## config.mk

```make
export PLATFORM = sky130hd
export DESIGN_NAME = axi4_lite_regfile_gen
export DESIGN_NICKNAME = d
export VERILOG_FILES = /design/src/rtl/axi4_lite_regfile_gen_pkg.sv /design/src/rtl/axi4_lite_regfile_gen_reg_cell.sv /design/src/rtl/axi4_lite_regfile_gen.sv
export SDC_FILE = /design/constraint.sdc
export NUM_CORES = 1
export LEC_CHECK = 0
export CORE_AREA = 2 2 653 655
export CTS_CLUSTER_SIZE = 16
export DETAILED_ROUTE_END_ITERATION = 7
export DIE_AREA = 0 0 655 657
export GPL_ROUTABILITY_DRIVEN = 0
export PLACE_DENSITY = 0.36
export SETUP_SLACK_MARGIN = 0.15
export SLEW_MARGIN = 20
export SYNTH_ARGS = -nofsm -noshare
export SYNTH_HDL_FRONTEND = slang
export SYNTH_SLANG_ARGS = --single-unit
```

## constraint.sdc

```tcl
create_clock -name aclk -period 22.3 [get_ports aclk]
set_input_delay 2.23 -clock aclk [delete_from_list [all_inputs] [get_ports aclk]]
set_output_delay 2.23 -clock aclk [all_outputs]
set_load 0.01 [all_outputs]
```

## src/rtl/axi4_lite_regfile_gen_pkg.sv

```systemverilog
// Shared types for the AXI4-Lite register file.
//   RESP_OKAY / RESP_SLVERR : AXI response codes.
//   reg_access_e            : per-register access type (RW, RO, W1C).
//   wr_state_e / rd_state_e : write and read channel FSM states.
//   access_of()             : maps the RO/W1C mask bits of one register to its access type.
package axi_pkg;

  localparam logic [1:0] RESP_OKAY   = 2'b00;
  localparam logic [1:0] RESP_SLVERR = 2'b10;

  typedef enum logic [1:0] {
    ACC_RW,
    ACC_RO,
    ACC_W1C
  } reg_access_e;

  typedef enum logic [1:0] {
    WR_IDLE,
    WR_GOT_AW,
    WR_GOT_W,
    WR_RESP
  } wr_state_e;

  typedef enum logic {
    RD_IDLE,
    RD_RESP
  } rd_state_e;

  // RO takes precedence if a register is (wrongly) flagged in both masks.
  function automatic reg_access_e access_of(input logic ro, input logic w1c);
    if (ro) begin
      return ACC_RO;
    end else if (w1c) begin
      return ACC_W1C;
    end
    return ACC_RW;
  endfunction

endpackage

```

## src/rtl/axi4_lite_regfile_gen_reg_cell.sv

```systemverilog
// One register of the AXI4-Lite register file.
//   clk, rst     : clock, asynchronous active-high reset.
//   access       : access type (RW byte-merge, RO passthrough, W1C clear/set).
//   commit       : one-cycle write commit for this register.
//   wdata, wstrb : write data and byte strobes of the committing write.
//   hw_set       : per-bit set pulses (W1C only, applied every cycle).
//   hw_ro_data   : value presented for RO registers.
//   q            : current register value.
module axi4_lite_reg_cell
  import axi_pkg::*;
#(
  parameter int unsigned           DATA_WIDTH = 32,
  parameter logic [DATA_WIDTH-1:0] RST_VAL    = '0,
  localparam int unsigned          STRB_WIDTH = DATA_WIDTH / 8
) (
  input  logic                  clk,
  input  logic                  rst,
  input  reg_access_e           access,
  input  logic                  commit,
  input  logic [DATA_WIDTH-1:0] wdata,
  input  logic [STRB_WIDTH-1:0] wstrb,
  input  logic [DATA_WIDTH-1:0] hw_set,
  input  logic [DATA_WIDTH-1:0] hw_ro_data,
  output logic [DATA_WIDTH-1:0] q
);

  logic [DATA_WIDTH-1:0] byte_mask;
  logic [DATA_WIDTH-1:0] wr_bits;
  logic [DATA_WIDTH-1:0] clr_bits;
  logic [DATA_WIDTH-1:0] rst_q;
  logic [DATA_WIDTH-1:0] store;

  always_comb begin
    byte_mask = '0;
    for (int unsigned b = 0; b < STRB_WIDTH; b++) begin
      byte_mask[b*8 +: 8] = {8{wstrb[b]}};
    end
  end

  always_comb begin
    wr_bits  = wdata & byte_mask;
    clr_bits = commit ? wr_bits : '0;
    // access is a tie-off, so this is a constant reset value per instance.
    rst_q    = (access == ACC_RW) ? RST_VAL : '0;
  end

  always_ff @(posedge clk or posedge rst) begin
    if (rst) begin
      store <= rst_q;
    end else begin
      case (access)
        ACC_RW: begin
          if (commit) begin
            store <= (store & ~byte_mask) | wr_bits;
          end
        end
        // Set is ORed in after the clear, so a same-cycle set wins.
        ACC_W1C: store <= (store & ~clr_bits) | hw_set;
        default: store <= store;
      endcase
    end
  end

  always_comb begin
    q = (access == ACC_RO) ? hw_ro_data : store;
  end

endmodule

```

## src/rtl/axi4_lite_regfile_gen.sv

```systemverilog
// Parametrised AXI4-Lite register-file slave with NUM_REGS registers.
//   aclk, areset         : clock, asynchronous active-high reset.
//   aw*/w*/b*            : AXI4-Lite write address, data and response channels.
//   ar*/r*               : AXI4-Lite read address and data channels.
//   reg_q                : flat view of every register (slice i = reg i).
//   hw_ro_data           : values for RO registers.
//   hw_set               : per-bit set pulses for W1C registers.
//   wr_pulse             : one-cycle strobe per RW/W1C register after an OKAY write.
//   irq                  : registered OR of all W1C register bits.
module axi4_lite_regfile_gen
  import axi_pkg::*;
#(
  parameter int unsigned           ADDR_WIDTH = 32,
  parameter int unsigned           DATA_WIDTH = 32,
  parameter int unsigned           NUM_REGS   = 16,
  parameter logic [NUM_REGS-1:0]   RO_MASK    = '0,
  parameter logic [NUM_REGS-1:0]   W1C_MASK   = '0,
  parameter logic [DATA_WIDTH-1:0] RST_VAL    = '0,
  localparam int unsigned          STRB_WIDTH = DATA_WIDTH / 8
) (
  input  logic                           aclk,
  input  logic                           areset,
  input  logic [ADDR_WIDTH-1:0]          awaddr,
  input  logic                           awvalid,
  output logic                           awready,
  input  logic [DATA_WIDTH-1:0]          wdata,
  input  logic [STRB_WIDTH-1:0]          wstrb,
  input  logic                           wvalid,
  output logic                           wready,
  output logic [1:0]                     bresp,
  output logic                           bvalid,
  input  logic                           bready,
  input  logic [ADDR_WIDTH-1:0]          araddr,
  input  logic                           arvalid,
  output logic                           arready,
  output logic [DATA_WIDTH-1:0]          rdata,
  output logic [1:0]                     rresp,
  output logic                           rvalid,
  input  logic                           rready,
  output logic [NUM_REGS*DATA_WIDTH-1:0] reg_q,
  input  logic [NUM_REGS*DATA_WIDTH-1:0] hw_ro_data,
  input  logic [NUM_REGS*DATA_WIDTH-1:0] hw_set,
  output logic [NUM_REGS-1:0]            wr_pulse,
  output logic                           irq
);

  localparam int unsigned IDX_BITS = $clog2(NUM_REGS);
  localparam int unsigned IDX_LSB  = $clog2(STRB_WIDTH);
  localparam int unsigned DEC_BITS = IDX_LSB + IDX_BITS;

  function automatic logic addr_in_range(input logic [ADDR_WIDTH-1:0] a);
    return (a >> DEC_BITS) == '0;
  endfunction

  logic [DATA_WIDTH-1:0] q_arr [NUM_REGS];

  // ---------------- write channel ----------------
  wr_state_e             wr_state;
  logic [ADDR_WIDTH-1:0] aw_addr_q;
  logic [DATA_WIDTH-1:0] w_data_q;
  logic [STRB_WIDTH-1:0] w_strb_q;

  logic                  aw_fire;
  logic                  w_fire;
  logic                  wr_commit;
  logic [ADDR_WIDTH-1:0] wr_addr;
  logic [DATA_WIDTH-1:0] wr_data;
  logic [STRB_WIDTH-1:0] wr_strb;
  logic                  wr_ok;
  logic [IDX_BITS-1:0]   wr_idx;
  logic [NUM_REGS-1:0]   commit_vec;

  // The completing handshake commits on its own edge, so the half that arrived
  // earlier comes from the holding register and the other half from the bus.
  always_comb begin
    aw_fire = awvalid && awready;
    w_fire  = wvalid && wready;
    case (wr_state)
      WR_IDLE:   wr_commit = aw_fire && w_fire;
      WR_GOT_AW: wr_commit = w_fire;
      WR_GOT_W:  wr_commit = aw_fire;
      default:   wr_commit = 1'b0;
    endcase
    wr_addr    = (wr_state == WR_GOT_AW) ? aw_addr_q : awaddr;
    wr_data    = (wr_state == WR_GOT_W)  ? w_data_q  : wdata;
    wr_strb    = (wr_state == WR_GOT_W)  ? w_strb_q  : wstrb;
    wr_ok      = addr_in_range(wr_addr);
    wr_idx     = wr_addr[IDX_LSB +: IDX_BITS];
    commit_vec = '0;
    if (wr_commit && wr_ok) begin
      commit_vec[wr_idx] = 1'b1;
    end
  end

  always_ff @(posedge aclk or posedge areset) begin
    if (areset) begin
      wr_state  <= WR_IDLE;
      awready   <= 1'b1;
      wready    <= 1'b1;
      bvalid    <= 1'b0;
      bresp     <= RESP_OKAY;
      wr_pulse  <= '0;
      aw_addr_q <= '0;
      w_data_q  <= '0;
      w_strb_q  <= '0;
    end else begin
      wr_pulse <= '0;
      if (wr_commit) begin
        bvalid   <= 1'b1;
        bresp    <= wr_ok ? RESP_OKAY : RESP_SLVERR;
        wr_pulse <= commit_vec & ~RO_MASK;
      end
      case (wr_state)
        WR_IDLE: begin
          if (aw_fire && w_fire) begin
            wr_state <= WR_RESP;
            awready  <= 1'b0;
            wready   <= 1'b0;
          end else if (aw_fire) begin
            wr_state  <= WR_GOT_AW;
            awready   <= 1'b0;
            aw_addr_q <= awaddr;
          end else if (w_fire) begin
            wr_state <= WR_GOT_W;
            wready   <= 1'b0;
            w_data_q <= wdata;
            w_strb_q <= wstrb;
          end
        end
        WR_GOT_AW: begin
          if (w_fire) begin
            wr_state <= WR_RESP;
            wready   <= 1'b0;
          end
        end
        WR_GOT_W: begin
          if (aw_fire) begin
            wr_state <= WR_RESP;
            awready  <= 1'b0;
          end
        end
        WR_RESP: begin
          if (bready) begin
            wr_state <= WR_IDLE;
            bvalid   <= 1'b0;
            awready  <= 1'b1;
            wready   <= 1'b1;
          end
        end
        default: begin
          wr_state <= WR_IDLE;
          awready  <= 1'b1;
          wready   <= 1'b1;
          bvalid   <= 1'b0;
        end
      endcase
    end
  end

  // ---------------- read channel ----------------
  rd_state_e           rd_state;
  logic                ar_fire;
  logic                rd_ok;
  logic [IDX_BITS-1:0] rd_idx;

  always_comb begin
    ar_fire = arvalid && arready;
    rd_ok   = addr_in_range(araddr);
    rd_idx  = araddr[IDX_LSB +: IDX_BITS];
  end

  // Sampling q_arr at the AR edge returns the pre-write value on a same-cycle commit.
  always_ff @(posedge aclk or posedge areset) begin
    if (areset) begin
      rd_state <= RD_IDLE;
      arready  <= 1'b1;
      rvalid   <= 1'b0;
      rresp    <= RESP_OKAY;
      rdata    <= '0;
    end else begin
      case (rd_state)
        RD_IDLE: begin
          if (ar_fire) begin
            rd_state <= RD_RESP;
            arready  <= 1'b0;
            rvalid   <= 1'b1;
            rresp    <= rd_ok ? RESP_OKAY : RESP_SLVERR;
            rdata    <= rd_ok ? q_arr[rd_idx] : '0;
          end
        end
        RD_RESP: begin
          if (rready) begin
            rd_state <= RD_IDLE;
            arready  <= 1'b1;
            rvalid   <= 1'b0;
          end
        end
        default: begin
          rd_state <= RD_IDLE;
          arready  <= 1'b1;
          rvalid   <= 1'b0;
        end
      endcase
    end
  end

  // ---------------- register array ----------------
  for (genvar g = 0; g < NUM_REGS; g++) begin : g_reg
    localparam reg_access_e ACC = access_of(RO_MASK[g], W1C_MASK[g]);

    axi4_lite_reg_cell #(
      .DATA_WIDTH (DATA_WIDTH),
      .RST_VAL    (RST_VAL)
    ) u_cell (
      .clk        (aclk),
      .rst        (areset),
      .access     (ACC),
      .commit     (commit_vec[g]),
      .wdata      (wr_data),
      .wstrb      (wr_strb),
      .hw_set     (hw_set[g*DATA_WIDTH +: DATA_WIDTH]),
      .hw_ro_data (hw_ro_data[g*DATA_WIDTH +: DATA_WIDTH]),
      .q          (q_arr[g])
    );

    assign reg_q[g*DATA_WIDTH +: DATA_WIDTH] = q_arr[g];
  end

  // ---------------- interrupt ----------------
  logic w1c_any;

  always_comb begin
    w1c_any = 1'b0;
    for (int unsigned i = 0; i < NUM_REGS; i++) begin
      if (W1C_MASK[i]) begin
        w1c_any = w1c_any | (|q_arr[i]);
      end
    end
  end

  always_ff @(posedge aclk or posedge areset) begin
    if (areset) begin
      irq <= 1'b0;
    end else begin
      irq <= w1c_any;
    end
  end

endmodule

```

==> results.py <==
metrics = {
    "power_and_ir_drop": {
        "p_int_mw": 2.00,
        "seqPwrFrac_pct": 42.5,
        "pwr-share-comb_pct": 5.2,
        "ir_drop_uv": 51.0,
        "p_per_area_nw_per_um2": 58.2,
        "netSwitchingFraction_pct": 26.6,
        "p_leak_nw": 17.7,
        "p_switching_mw": 0.726,
        "pwr-share-clk_pct": 52.3,
    },
    "global_route": {
        "grt_max_degree": 69,
        "antenna_found_initial": 38,
        "grt_pass1_vias": 22000,
        "grt_pass1_wl_mm": 241,
        "overflow": 0,
        "track_usage_pct": 8.49,
    },
    "floorplan": {
        "start_util_pct": 7.08,
        "fp.dieH_um": 657,
        "core_um2": 423000,
        "rows": 239,
        "io_pins": 1701,
        "dieArea_um2": 430000,
        "die_w_um": 655,
    },
    "timing": {
        "rsz0062_at_grt": "false",
        "drv_slew": 0,
        "min_period_ns": 5.75,
        "finalSetupViolations": 0,
        "hold_viol": 0,
        "setup_slack_ns": 16.55,
        "tightest_slew_ns": 1.18,
        "maxSlewHeadroom_pct": 21.5,
        "fin_crit_sh_pct": 25.8,
        "finClkSkew_ns": 0.101,
        "fin_setup_tns_ns": 0,
        "hold_ws_ns": 0.477,
        "clock.fmax_mhz": 174,
    },
    "place": {
        "place_ws_ns": 15.58,
        "place_hpwl_mm": 146,
        "io_buffer_count": 669,
    },
    "critical_path": {
        "cp-start-kind": "input pin",
        "critPathArrivalTime_ns": 6.27,
        "end_kind": "flop",
        "crit_required_ns": 22.82,
        "crit_fanout": 47,
        "criticalPathCategory": "input pin to flop",
    },
    "detailed_routing": {
        "vias": 20600,
        "wl_per_cell_um": 22.5,
        "drcViolationCount": 0,
        "antenna_left": 0,
        "viasPerCell": 2.49,
        "drt_wl_total_mm": 187,
        "drtIter0Drc": 996,
        "first_pass_iters": 5,
    },
    "flow_run": {
        "drv_cap": 0,
    },
    "logic_synthesis": {
        "yosys.area.top_type_share_pct": 52.9,
        "ys.flop_type": "dfrtp_1",
        "syn_area_per_cell_um2": 16.3,
        "async_flop_share_pct": 100,
        "post-synth-top-count-cell": "dfrtp_1",
        "synth-edff-count": 0,
        "ys_ff_latch": 636,
        "yosys_warnings": 0,
        "synthDistinctLibCells": 40,
        "yosysTopAreaCell": "dfrtp_1",
        "synth_seq_area_share_pct": 53.1,
        "synth_area_um2": 30000,
        "synth_commonest_cells": "dfrtp_1 (633), mux2_2 (610), mux4_2 (160), clkbuf_1 (71), a2111oi_4 (64)",
        "synthCells": 1837,
        "synth_area_leaders": "dfrtp_1 (53%), mux2_2 (23%), mux4_2 (12%)",
    },
    "clock_tree": {
        "ctsHtreeMaxLevel": 3,
        "cts.sinks": 636,
        "cts_root_buf": "clkbuf_16",
        "cts_tree": "yes",
        "clk_pin_slew_worst_paths_ns": 0.06,
        "cts_setup_buffers": 0,
        "cts_made_buffers": 83,
        "postCtsHoldBufs": 0,
        "clk_path_buf_depth": 3,
        "clk_latency_ns": 0.76,
        "cts-resized-gates": 0,
    },
    "worst_hold_path": {
        "holdCritPathClass": "flop to flop",
    },
    "outcome": {
        "status": "complete, no violations",
    },
    "final_layout": {
        "drive_gt1_share_pct": 41.1,
        "multi_input_area_um2": 13500,
        "regArea_um2": 15900,
        "nFillCells": 48000,
        "areaGrowthSynthToFinish_pct": 56.5,
        "nNetsFinal": 3697,
    },
}
## per-layer routing
| layer | vias to the layer above | share of wire (%) | GRT usage, % |
|---|---|---|---|
| li1 | 8450 | - | - |
| met1 | 11300 | 36 | 8.96 |
| met2 | 683 | 51 | 15.0 |
| met3 | 207 | 9.1 | 3.25 |
| met4 | 8 | 4.2 | 3.43 |
| met5 | - | 0.031 | 0 |
## power by group through the flow
stage / Sequential, mW / Clock [mW] / Combinational [mW]
after floorplan: 1.18 / 0 / 0.0635
after CTS: 1.16 / 1.49 / 0.147
after global placement: 1.18 / 0 / 0.146
final: 1.16 / 1.43 / 0.141
after detailed placement: 1.18 / 0 / 0.147
after global routing: 1.16 / 1.52 / 0.154
## placed cells by master, fill, tap and decap left out, drive strengths merged, types with 3 or more instances in the layout
cell type | synthesis | routed
or4 | 3 | 3
nor4 | 12 | 12
bufinv | 0 | 5
clkbuf | 71 | 115
nand2 | 64 | 64
conb | 1 | 3
clkinvlp | 0 | 3
o21ai | 40 | 40
nor2 | 6 | 6
a211oi | 4 | 4
mux4 | 160 | 160
and2 | 17 | 17
clkdlybuf4s50 | 0 | 661
inv | 43 | 46
ha | 6 | 6
dfstp | 3 | 3
nand3b | 4 | 4
nand3 | 3 | 3
a31oi | 3 | 3
nor3 | 6 | 6
o32ai | 4 | 4
mux2 | 612 | 612
clkinv | 0 | 23
nand4 | 3 | 3
buf | 49 | 94
diode | 0 | 15
dfrtp | 633 | 633
a21oi | 11 | 11
nor2b | 4 | 4
a2111oi | 64 | 64
## critical path, cell delays in order
cell	delay, ns
clkbuf_8	0.52
buf_4	0.70
buf_4	0.56
buf_4	0.66
mux4_2	0.65
mux4_2	0.55
inv_1	0.11
o21ai_0	0.07
## metrics by stage
step                      area, µm²  power [mW]  cells  util, %
after floorplan               30000        1.25   1839        -
after global placement        43900        1.33   8130     10.4
after detailed placement      44000        1.33   8137     10.4
after CTS                     46800        2.80   8285     11.1
after global routing          46900        2.84   8293     11.1
final                         46900        2.73   8301     11.1
## cell type report
cell class                      count  area share [%]
Multi-Input combinational cell   1040            28.7
Sequential cell                   636            34.0
Antenna cell                       15          0.0801
Timing Repair Buffer              756            15.7
Tap cell                         5663            15.1
Clock buffer                      114            5.00
Clock inverter                     34            1.03
Inverter                           43           0.360
## worst paths after layout
path                             start       endpoint  slack (ns)  cells after the start
setup / recovery             araddr[2]       rdata[5]       16.55                      8
hold / removal               rdata[28]      rdata[28]        0.48                      2
setup reg to reg           wr_state[1]           flop       17.66                     10
hold reg to reg              rdata[28]      rdata[28]        0.48                      2
max in group asynchronous       areset      async pin       16.78                      6
min in group asynchronous       areset  aw_addr_q[31]        2.01                      2
## cells by family after synthesis
family                   count (synthesis)  synth area share (%)
multiplexers                           772                  35.0
flip-flops                             636                  53.1
AO/OA/AOI/OAI                          131                  7.16
buffers and inverters                  163                  2.27
adder cells (fa/ha/maj)                  6                 0.251
other                                    1                0.0125
AND/OR/NAND/NOR                        128                  2.12
Note: power is estimated with default switching activity, not from simulation.
